## config.mk

```make
export PLATFORM = sky130hd
export DESIGN_NAME = alu_seq_exec
export DESIGN_NICKNAME = d
export VERILOG_FILES = /design/src/rtl/alu_seq_exec.sv
export SDC_FILE = /design/constraint.sdc
export NUM_CORES = 1
export LEC_CHECK = 0
export ABC_AREA = 1
export CAP_MARGIN = 20
export CORE_AREA = 2 2 89 177
export CTS_CLUSTER_DIAMETER = 120
export DETAILED_ROUTE_END_ITERATION = 10
export DIE_AREA = 0 0 91 179
export PLACE_DENSITY_LB_ADDON = 0.1
export RECOVER_POWER = 25
export SKIP_CTS_REPAIR_TIMING = 1
export SYNTH_ARGS = -nofsm -noshare
export SYNTH_HDL_FRONTEND = slang
export SYNTH_SLANG_ARGS = --single-unit
```

## constraint.sdc

```tcl
create_clock -name clk -period 2.46 [get_ports clk]
set_input_delay 0.492 -clock clk [delete_from_list [all_inputs] [get_ports clk]]
set_output_delay 0.492 -clock clk [all_outputs]
set_load 0.005 [all_outputs]
```

## src/rtl/alu_seq_exec.sv

```systemverilog
// Sequential execute-stage ALU: single-cycle ADDU/SUBU/SLT, iterative SLL/SLLV shifter.
// One operation in flight, valid/ready handshake on both sides.
//   state | meaning
//   IDLE  | waiting for an operation (in_ready=1)
//   SHIFT | iterative left shift in progress
//   DONE  | result held until out_ready (out_valid=1)
module alu_seq_exec #(
  parameter int DATA_W        = 32,
  parameter int SHIFT_PER_CYC = 1,
  localparam int SHW          = $clog2(DATA_W)
) (
  input  logic              clk,
  input  logic              rst_n,
  input  logic              in_valid,
  output logic              in_ready,
  input  logic [5:0]        funct,
  input  logic [DATA_W-1:0] src1,
  input  logic [DATA_W-1:0] src2,
  input  logic [SHW-1:0]    shamt,
  output logic              out_valid,
  input  logic              out_ready,
  output logic [DATA_W-1:0] result,
  output logic              zero,
  output logic              illegal
);

  localparam logic [5:0] F_ADDU = 6'b001001;
  localparam logic [5:0] F_SUBU = 6'b001010;
  localparam logic [5:0] F_SLL  = 6'b100001;
  localparam logic [5:0] F_SLLV = 6'b110101;
  localparam logic [5:0] F_SLT  = 6'b101010;

  localparam logic [SHW:0] STEP_MAX = (SHW+1)'(SHIFT_PER_CYC);

  typedef enum logic [1:0] {IDLE, SHIFT, DONE} state_t;

  state_t            state, state_nxt;
  logic [DATA_W-1:0] result_nxt;
  logic              zero_nxt;
  logic              illegal_nxt;
  logic [SHW-1:0]    remaining, remaining_nxt;
  logic [SHW-1:0]    amount;
  logic [SHW:0]      step;

  assign in_ready  = (state == IDLE);
  assign out_valid = (state == DONE);

  always_ff @(posedge clk or negedge rst_n) begin
    if (!rst_n) state <= IDLE;
    else        state <= state_nxt;
  end

  always_comb begin
    state_nxt     = state;
    result_nxt    = result;
    zero_nxt      = zero;
    illegal_nxt   = illegal;
    remaining_nxt = remaining;
    step          = '0;
    amount        = (funct == F_SLLV) ? src1[SHW-1:0] : shamt;

    case (state)
      IDLE: begin
        // operands are only looked at here, so activity in other states cannot leak in
        if (in_valid) begin
          state_nxt   = DONE;
          illegal_nxt = 1'b0;
          case (funct)
            F_ADDU: result_nxt = src1 + src2;
            F_SUBU: result_nxt = src1 - src2;
            F_SLT:  result_nxt = {{(DATA_W-1){1'b0}}, ($signed(src1) < $signed(src2))};
            F_SLL, F_SLLV: begin
              result_nxt = src2;
              if (amount != '0) begin
                remaining_nxt = amount;
                state_nxt     = SHIFT;
              end
            end
            default: begin
              result_nxt  = '0;
              illegal_nxt = 1'b1;
            end
          endcase
          zero_nxt = (result_nxt == '0);
        end
      end

      SHIFT: begin
        step          = ({1'b0, remaining} > STEP_MAX) ? STEP_MAX : {1'b0, remaining};
        result_nxt    = result << step;
        remaining_nxt = remaining - step[SHW-1:0];
        zero_nxt      = (result_nxt == '0);
        if (remaining_nxt == '0) state_nxt = DONE;
      end

      DONE: begin
        if (out_ready) begin
          state_nxt   = IDLE;
          illegal_nxt = 1'b0;
        end
      end

      default: state_nxt = IDLE;
    endcase
  end

  always_ff @(posedge clk or negedge rst_n) begin
    if (!rst_n) begin
      result    <= '0;
      zero      <= 1'b0;
      illegal   <= 1'b0;
      remaining <= '0;
    end else begin
      result    <= result_nxt;
      zero      <= zero_nxt;
      illegal   <= illegal_nxt;
      remaining <= remaining_nxt;
    end
  end

endmodule

```

==> results of run 1 <==
[Yosys cell counts, types with 11 or more instances]
library cell and count:
buf_6 11, inv_1 283, nand4_1 20, inv_2 11, nor2_1 160, dfrtp_1 41, nor2_2 15, o211ai_1 16
a21oi_1 49, nand2_1 511, nand3_1 167, o21ai_0 64, nand2_2 30, buf_2 16, ha_1 64
[layer usage]
| metal | GRT overflow | global-route usage, % |
|---|---|---|
| met2 | 80 | 99.1 |
| met1 | 0 | 72.7 |
| met4 | 70 | 92.4 |
| met3 | 1 | 50.7 |
| met5 | 0 | 5.45 |
[cells by family after synthesis]
family	Yosys count	synth area share, %
flops	41	12.2
compound gates	171	12.0
mux	2	0.238
xor+xnor	3	0.312
simple gates	943	48.3
buf+inv	343	17.0
fa+ha+maj	66	9.99
[through the flow]
step	TNS [ns]	worst slack (ns)	utilization (%)	area [um^2]	hold WS, ns
global placement	-17.09	-0.850	77.8	11700	0.371
floorplan	0	0.00791	-	8420	0.196
detailed placement	-19.88	-0.961	77.8	11700	0.379
CTS	-9.72	-0.669	78.8	11900	0.0769
==> flow_metrics.py, run 1 <==
metrics = {
    "floorplanning": {
        "dieWidth_um": 91,
        "initial_core_util_pct": 55.9,
        "die_h_um": 179,
        "io_pins": 115,
        "rows": 64,
    },
    "clocking": {
        "cts_made_buffers": 5,
        "htreeDepth": 2,
        "numClockSinks": 41,
        "root_buffer": "clkbuf_16",
        "clk_path_buf_depth": 2,
    },
    "placed_design": {
        "gp_congestion": 1.05,
        "port_buffers": 114,
        "place_inst": 2117,
        "place_hpwl_um": 29300,
    },
    "synth": {
        "yosysTopAreaCellShare_pct": 22.8,
        "synth-seq-cells": 41,
        "ys_seq_area_share_pct": 12.2,
        "synth_area_per_cell_um2": 5.36,
        "syn_inst": 1569,
        "synth.distinct_cells": 43,
        "yosys.area.top_type": "nand2_1",
        "synthTopCellsByArea": "nand2_1 (23%), inv_1 (13%), dfrtp_1 (12%)",
        "synth_edf_count": 0,
        "synth_warnings": 0,
        "synth_nets": 1714,
        "synth_area_mm2": 0.00842,
        "synthArstFlopShare_pct": 100,
        "synth_flop_cell": "dfrtp_1",
    },
    "grt": {
        "gr-total-overflow": 151,
        "grt_start_max_net_pins": 24,
        "grt_use_total_pct": 76.5,
    },
    "run_status": {
        "tool.error": "[ERROR GRT-0232] Routing congestion too high. Check the congestion heatmap in the GUI.",
        "outcome": "did not finish",
        "lastStage": "global routing",
    },
    "sta": {
        "worst_endpoint_kind": "sequential cell input",
        "postGrtWorstEndpoint": "zero$_DFFE_PN0P_/D",
    },
}
==> inputs of run 2 (changes only) <==
CORE_AREA = 2 2 149 151   (was 2 2 89 177)
CTS_CLUSTER_DIAMETER = not set   (was 120)
DIE_AREA = 0 0 151 153   (was 0 0 91 179)
PLACE_DENSITY_LB_ADDON = 0.15   (was 0.1)
==> run 2 against run 1 <==
Compared with the run above:
- the flow now finishes, with violations (setup timing)
- synthesized cell count stayed put
- area after synthesis stayed put
==> flow_metrics.py, run 2 <==
metrics = {
    "drt": {
        "via_per_inst": 5.09,
        "ant_nets": 0,
        "vias": 11700,
        "wl_met2_um": 17800,
        "top_layer_used": "met4",
        "dr.pass1.iters": 6,
        "drtIter0Drc": 848,
        "wl_met3_um": 1860,
        "drcViolationCount": 0,
        "met1_length_um": 15400,
        "totalWireLength_um": 36700,
        "routedWlPerCell_um": 16.0,
    },
    "synth": {
        "synth_nets": 1714,
        "synth_flop_cell": "dfrtp_1",
        "synth.distinct_cells": 43,
        "synthArstFlopShare_pct": 100,
        "synth_area_per_cell_um2": 5.36,
        "yosysMostFrequentCell": "nand2_1",
        "yosys.area.top_type": "nand2_1",
        "synthTopCellsByCount": "nand2_1 (511), inv_1 (283), nand3_1 (167)",
        "yosysTopAreaCellShare_pct": 22.8,
        "synth_area_mm2": 0.00842,
        "synth_edf_count": 0,
        "synthTopCellsByArea": "nand2_1 (23%), inv_1 (13%), dfrtp_1 (12%)",
        "synth_warnings": 0,
        "synth-seq-cells": 41,
        "syn_inst": 1569,
        "ys_seq_area_share_pct": 12.2,
    },
    "floorplanning": {
        "core_mm2": 0.0215,
        "dieArea_mm2": 0.0231,
        "initial_core_util_pct": 39.2,
        "dieWidth_um": 151,
        "die_h_um": 153,
        "rows": 54,
        "io_pins": 115,
    },
    "grt": {
        "gr-total-overflow": 0,
        "grt_pass1_vias": 10500,
        "grt_start_max_net_pins": 28,
        "antenna_found_initial": 0,
        "grt_pass1_wl_um": 53500,
        "grt_use_total_pct": 29.2,
    },
    "pwr": {
        "vdd_ir_drop_max_mv": 0.295,
        "p_leak_nw": 7.94,
        "powerDensity_mw_per_mm2": 375,
    },
    "sta": {
        "finClkSkew_ns": 0.00457,
        "worst_pin_slew_ns": 0.902,
        "finalCritPeriodShare_pct": 101,
        "relSlewSlack_pct": 39.8,
        "hold_slack_ns": 0.308,
        "fmax_mhz": 404,
        "hold_viol": 0,
        "drv_slew": 0,
        "setup_viol": 2,
        "layout_min_cycle_time_ns": 2.48,
        "setup_ws_ns": -0.0162,
        "rsz0062_at_grt": "true",
    },
    "worst_setup_path": {
        "worstPathArrival_ns": 2.70,
        "worstSetupPathType": "in -> reg",
        "endpoint_kind": "flop",
        "path_max_fanout": 6,
        "reg2reg_slack_ns": 0.26,
        "worst-endpoint-required_ns": 2.68,
        "worst_setup_path_start_kind": "primary input",
    },
    "clocking": {
        "clkSlewWorstSetupHoldPaths_ns": 0.06,
        "clock_latency_ns": 0.29,
        "cts_made_buffers": 5,
        "clk_path_buf_depth": 2,
        "root_buffer": "clkbuf_16",
        "cts_tree": "built",
        "htreeDepth": 2,
        "numClockSinks": 41,
    },
    "cells_and_area": {
        "stdcell_area_mm2": 0.0147,
        "stdcell_count": 2290,
        "layout.cells.most_common": "nand2_1",
        "finish.utilization_pct": 68.2,
        "largest_reg_flops": 32,
        "reg.largest.list": "result x32, remaining x5, state x2",
        "nets": 2154,
        "drive_above_1_share_pct": 42.3,
        "n_antenna_cell": 0,
        "layout_common_cells": "nand2_1 (399), buf_4 (345), inv_1 (225), nand3_1 (113), nand2_2 (109)",
        "areaGrowthSynthToFinish_pct": 74.1,
        "regMostFlops": "result",
    },
    "placed_design": {
        "place_hpwl_um": 28900,
        "gp_congestion": 0.995,
        "port_buffers": 114,
        "place_inst": 2232,
        "post_dp_cell_area_mm2": 0.0120,
    },
    "run_status": {
        "violations": "setup timing",
        "outcome": "finished, violations left",
    },
    "hold_path": {
        "hold_path_class": "in -> async",
    },
    "run": {
        "max_cap_viol_count": 0,
    },
}
run 2: metal layers:
metal | vias to the layer above | global-route usage, %
met2 | 414 | 49.6
met4 | 0 | 9.30
met3 | 94 | 3.31
met1 | 5363 | 38.5
li1 | 5792 | -
met5 | - | 0
run 2: critical path, stage by stage:
cell and delay [ns]:
dlymetal6s2s_1 0.16, ha_4 0.37, buf_4 0.14, inv_1 0.04, nand2_1 0.05, nand2_1 0.09, nand2_1 0.09, nand2_2 0.08
a21oi_2 0.16, nand3_1 0.08, nand3_1 0.10, nand3_2 0.08, nor2_1 0.11, nand2_1 0.07, nor2_2 0.17, nand3_1 0.10
nor2_1 0.10, nand2_1 0.07, a21oi_2 0.12
run 2: report_power, final:
part	internal (mW)	total [mW]	leakage [nW]	switching, mW
combinational	1.69	3.80	7.30	2.11
sequential	0.803	0.920	0.554	0.117
clock	0.507	0.781	0.0841	0.274
run 2: worst paths after layout:
kind	start	end	cells after the start
min	rst_n	result[26]	1
max in group asynchronous	rst_n	result[2]	2
min reg2reg	illegal	illegal	2
max reg2reg	remaining[3]	zero	12
max	src1[9]	zero	19
min in group clk	illegal	illegal	2
run 2: cells by family (layout without fill, tap and decap cells):
logic type	Yosys count	in the layout	synth area share, %
AND/OR/NAND/NOR	943	943	48.3
buffers and inverters	343	784	17.0
AO/OA/AOI/OAI	171	171	12.0
adder cells (fa/ha/maj)	66	66	9.99
flip-flops	41	41	12.2
XOR/XNOR	3	3	0.312
multiplexers	2	2	0.238
run 2: final cells by class:
class                      instances  area (um^2)
clock inverter                     1         30.0
fill                            1932         6830
clock buffer                       7          143
timing repair buffer             480         4080
tap                              280          350
sequential                        41         1030
multi-input combinational       1185         7890
inverter                         296         1130
run 2: stage by stage:
stage / setup TNS (ns) / total power, mW / worst slack, ns
floorplan: 0 / 2.64 / 0.00791
global placement: -17.33 / 3.99 / -0.890
detailed placement: -18.23 / 4.01 / -0.928
CTS: -8.66 / 4.82 / -0.633
global route: -0.418 / 5.92 / -0.150
finish: -0.0203 / 5.50 / -0.0162
Power figures use the tool's default switching activity.
==> inputs of run 3 (changes only) <==
CELL_PAD_IN_SITES_DETAIL_PLACEMENT = 0   (was not set)
CELL_PAD_IN_SITES_GLOBAL_PLACEMENT = 1   (was not set)
CORE_AREA = 2 2 152 154   (was 2 2 149 151)
CTS_BUF_LIST = sky130_fd_sc_hd__clkbuf_16   (was not set)
DIE_AREA = 0 0 154 156   (was 0 0 151 153)
==> run 3 against run 2 <==
Compared with the run above:
- setup slack better by 0.034 ns
- register-to-register slack lost 0.08 ns
- highest routed layer unchanged
- the flow now finishes without violations
- worst hold slack improved by 0.17 ns
- total power decreased by 4.7%
==> flow_metrics.py, run 3 (synthesis results as in run 2) <==
metrics = {
    "clocking": {
        "numClockSinks": 41,
        "clock_latency_ns": 0.29,
        "cts_tree": "built",
        "root_buffer": "clkbuf_16",
        "clk_path_buf_depth": 2,
        "cts_made_buffers": 5,
        "htreeDepth": 2,
        "clkSlewWorstSetupHoldPaths_ns": 0.06,
    },
    "drt": {
        "drtIter0Drc": 729,
        "drcViolationCount": 0,
        "routedWlPerCell_um": 15.8,
        "dr.pass1.iters": 7,
        "via_per_inst": 4.97,
        "vias": 11300,
        "totalWireLength_um": 36000,
        "ant_nets": 0,
    },
    "sta": {
        "rsz0062_at_grt": "true",
        "hold_viol": 0,
        "finClkSkew_ns": 0.00511,
        "fmax_mhz": 410,
        "hold_slack_ns": 0.473,
        "worst_pin_slew_ns": 1.07,
        "setup_viol": 0,
        "finalCritPeriodShare_pct": 99.3,
        "drv_slew": 0,
        "layout_min_cycle_time_ns": 2.44,
        "relSlewSlack_pct": 28.6,
    },
    "floorplanning": {
        "die_h_um": 156,
        "io_pins": 115,
        "rows": 55,
        "dieArea_mm2": 0.0240,
        "initial_core_util_pct": 37.6,
        "core_mm2": 0.0224,
        "dieWidth_um": 154,
    },
    "run": {
        "max_cap_viol_count": 0,
    },
    "worst_setup_path": {
        "r2r-end": "zero",
        "worstPathArrival_ns": 2.66,
        "worstSetupPathType": "in -> reg",
        "reg2reg_slack_ns": 0.18,
        "worst_setup_path_start_kind": "primary input",
        "endpoint_kind": "flop",
        "worst-endpoint-required_ns": 2.68,
        "reg2reg_from": "remaining[1]",
        "worstRegToRegCells": 13,
        "path_max_fanout": 4,
    },
    "cells_and_area": {
        "nets": 2139,
        "stdcell_area_mm2": 0.0144,
        "layout_common_cells": "nand2_1 (402), buf_4 (329), inv_1 (231), nand2_2 (121), nand3_1 (119)",
        "seqCellArea_mm2": 0.00103,
        "multi_input_area_mm2": 0.00777,
        "reg.largest.list": "result x32, remaining x5, state x2",
        "n_antenna_cell": 0,
        "largest_reg_flops": 32,
        "fillers": 2138,
        "regMostFlops": "result",
        "layout.cells.most_common": "nand2_1",
        "areaGrowthSynthToFinish_pct": 70.6,
        "drive_above_1_share_pct": 41.5,
    },
    "grt": {
        "antenna_found_initial": 0,
        "grt_start_max_net_pins": 42,
        "grt_use_total_pct": 28.2,
        "grt_pass1_wl_um": 53700,
        "gr-total-overflow": 0,
        "grt_pass1_vias": 10500,
    },
    "placed_design": {
        "place_hpwl_um": 29800,
        "port_buffers": 114,
        "post_dp_cell_area_mm2": 0.0120,
        "gp_congestion": 0.978,
    },
    "pwr": {
        "powerDensity_mw_per_mm2": 365,
        "p_leak_nw": 7.77,
        "vdd_ir_drop_max_mv": 0.291,
    },
    "run_status": {
        "outcome": "completed",
    },
    "hold_path": {
        "hold_path_class": "in -> async",
    },
}
run 3: cell types whose count changed in the layout (fill, tap and decap cells not counted), moves of 4 or more:
| cell | previous run | this run |
|---|---|---|
| nor2_4 | 49 | 45 |
| inv_1 | 225 | 231 |
| nand2_4 | 32 | 16 |
| nand3_2 | 56 | 50 |
| nor2_2 | 41 | 47 |
| buf_6 | 15 | 19 |
| buf_4 | 345 | 329 |
| nand3_1 | 113 | 119 |
| nand2_2 | 109 | 121 |
| a21oi_2 | 35 | 39 |
run 3: worst max-delay path, cell delays in order:
cell     delay, ns
buf_6         0.10
ha_4          0.14
inv_2         0.04
fa_2          0.38
inv_2         0.06
nand2_2       0.06
nand2_2       0.10
nand3_2       0.11
nand2_4       0.12
nand2_2       0.06
nand3_2       0.06
nand3_2       0.07
nor2_1        0.09
nand2_1       0.06
nor2_1        0.11
nand2_1       0.10
nor2_4        0.15
nand3_2       0.07
nor2_1        0.10
nand2_1       0.07
a21oi_2       0.12
run 3: area by class of cell:
type / count / area share [%]
inverter: 296 / 7.77
sequential: 41 / 7.15
clock buffer: 5 / 0.871
multi-input combinational: 1185 / 54.1
tap: 285 / 2.48
clock inverter: 3 / 0.0784
timing repair buffer: 465 / 27.5
run 3: metal layers:
metal  part of all wire (%)  up-vias  track usage, %
met1                     43     5157            36.7
li1                       -     5762               -
met3                    5.4       70            3.58
met2                     48      335            48.6
met5                      0        -               0
met4                    3.8        0            8.95
run 3: worst max-delay path by stage:
stage	to	depth (start not counted)	slack [ns]	from
finish	zero	21	0.02	src2[0]
global route	zero	21	-0.17	src1[0]
CTS	zero	19	-0.59	src2[0]
detailed placement	zero	19	-0.88	src2[0]
global placement	zero	21	-0.87	src2[5]
floorplan	zero	20	0.008	src1[0]
run 3: metrics by stage:
stage | worst slack [ns] | setup TNS, ns | utilization (%) | power [mW] | cells
2_1_floorplan | 0.00791 | 0 | - | 2.64 | 1569
3_3_place_gp | -0.868 | -17.43 | 53.8 | 4.01 | 2242
3_5_place_dp | -0.879 | -18.30 | 53.8 | 4.03 | 2242
4_1_cts | -0.586 | -8.35 | 54.4 | 4.68 | 2250
5_1_grt | -0.169 | -0.245 | 64.2 | 5.68 | 2280
6_report | 0.0183 | 0 | 64.2 | 5.24 | 2280
run 3: where the power goes:
group | switching, mW | internal, mW
clock network | 0.261 | 0.365
registers | 0.112 | 0.804
logic | 2.07 | 1.64
total | 2.44 | 2.80
==> inputs of run 4 (changes only) <==
CAP_MARGIN = 10   (was 20)
==> results of run 4 <==
Same layout as run 3: the final DEF is identical, and so are final timing and power.
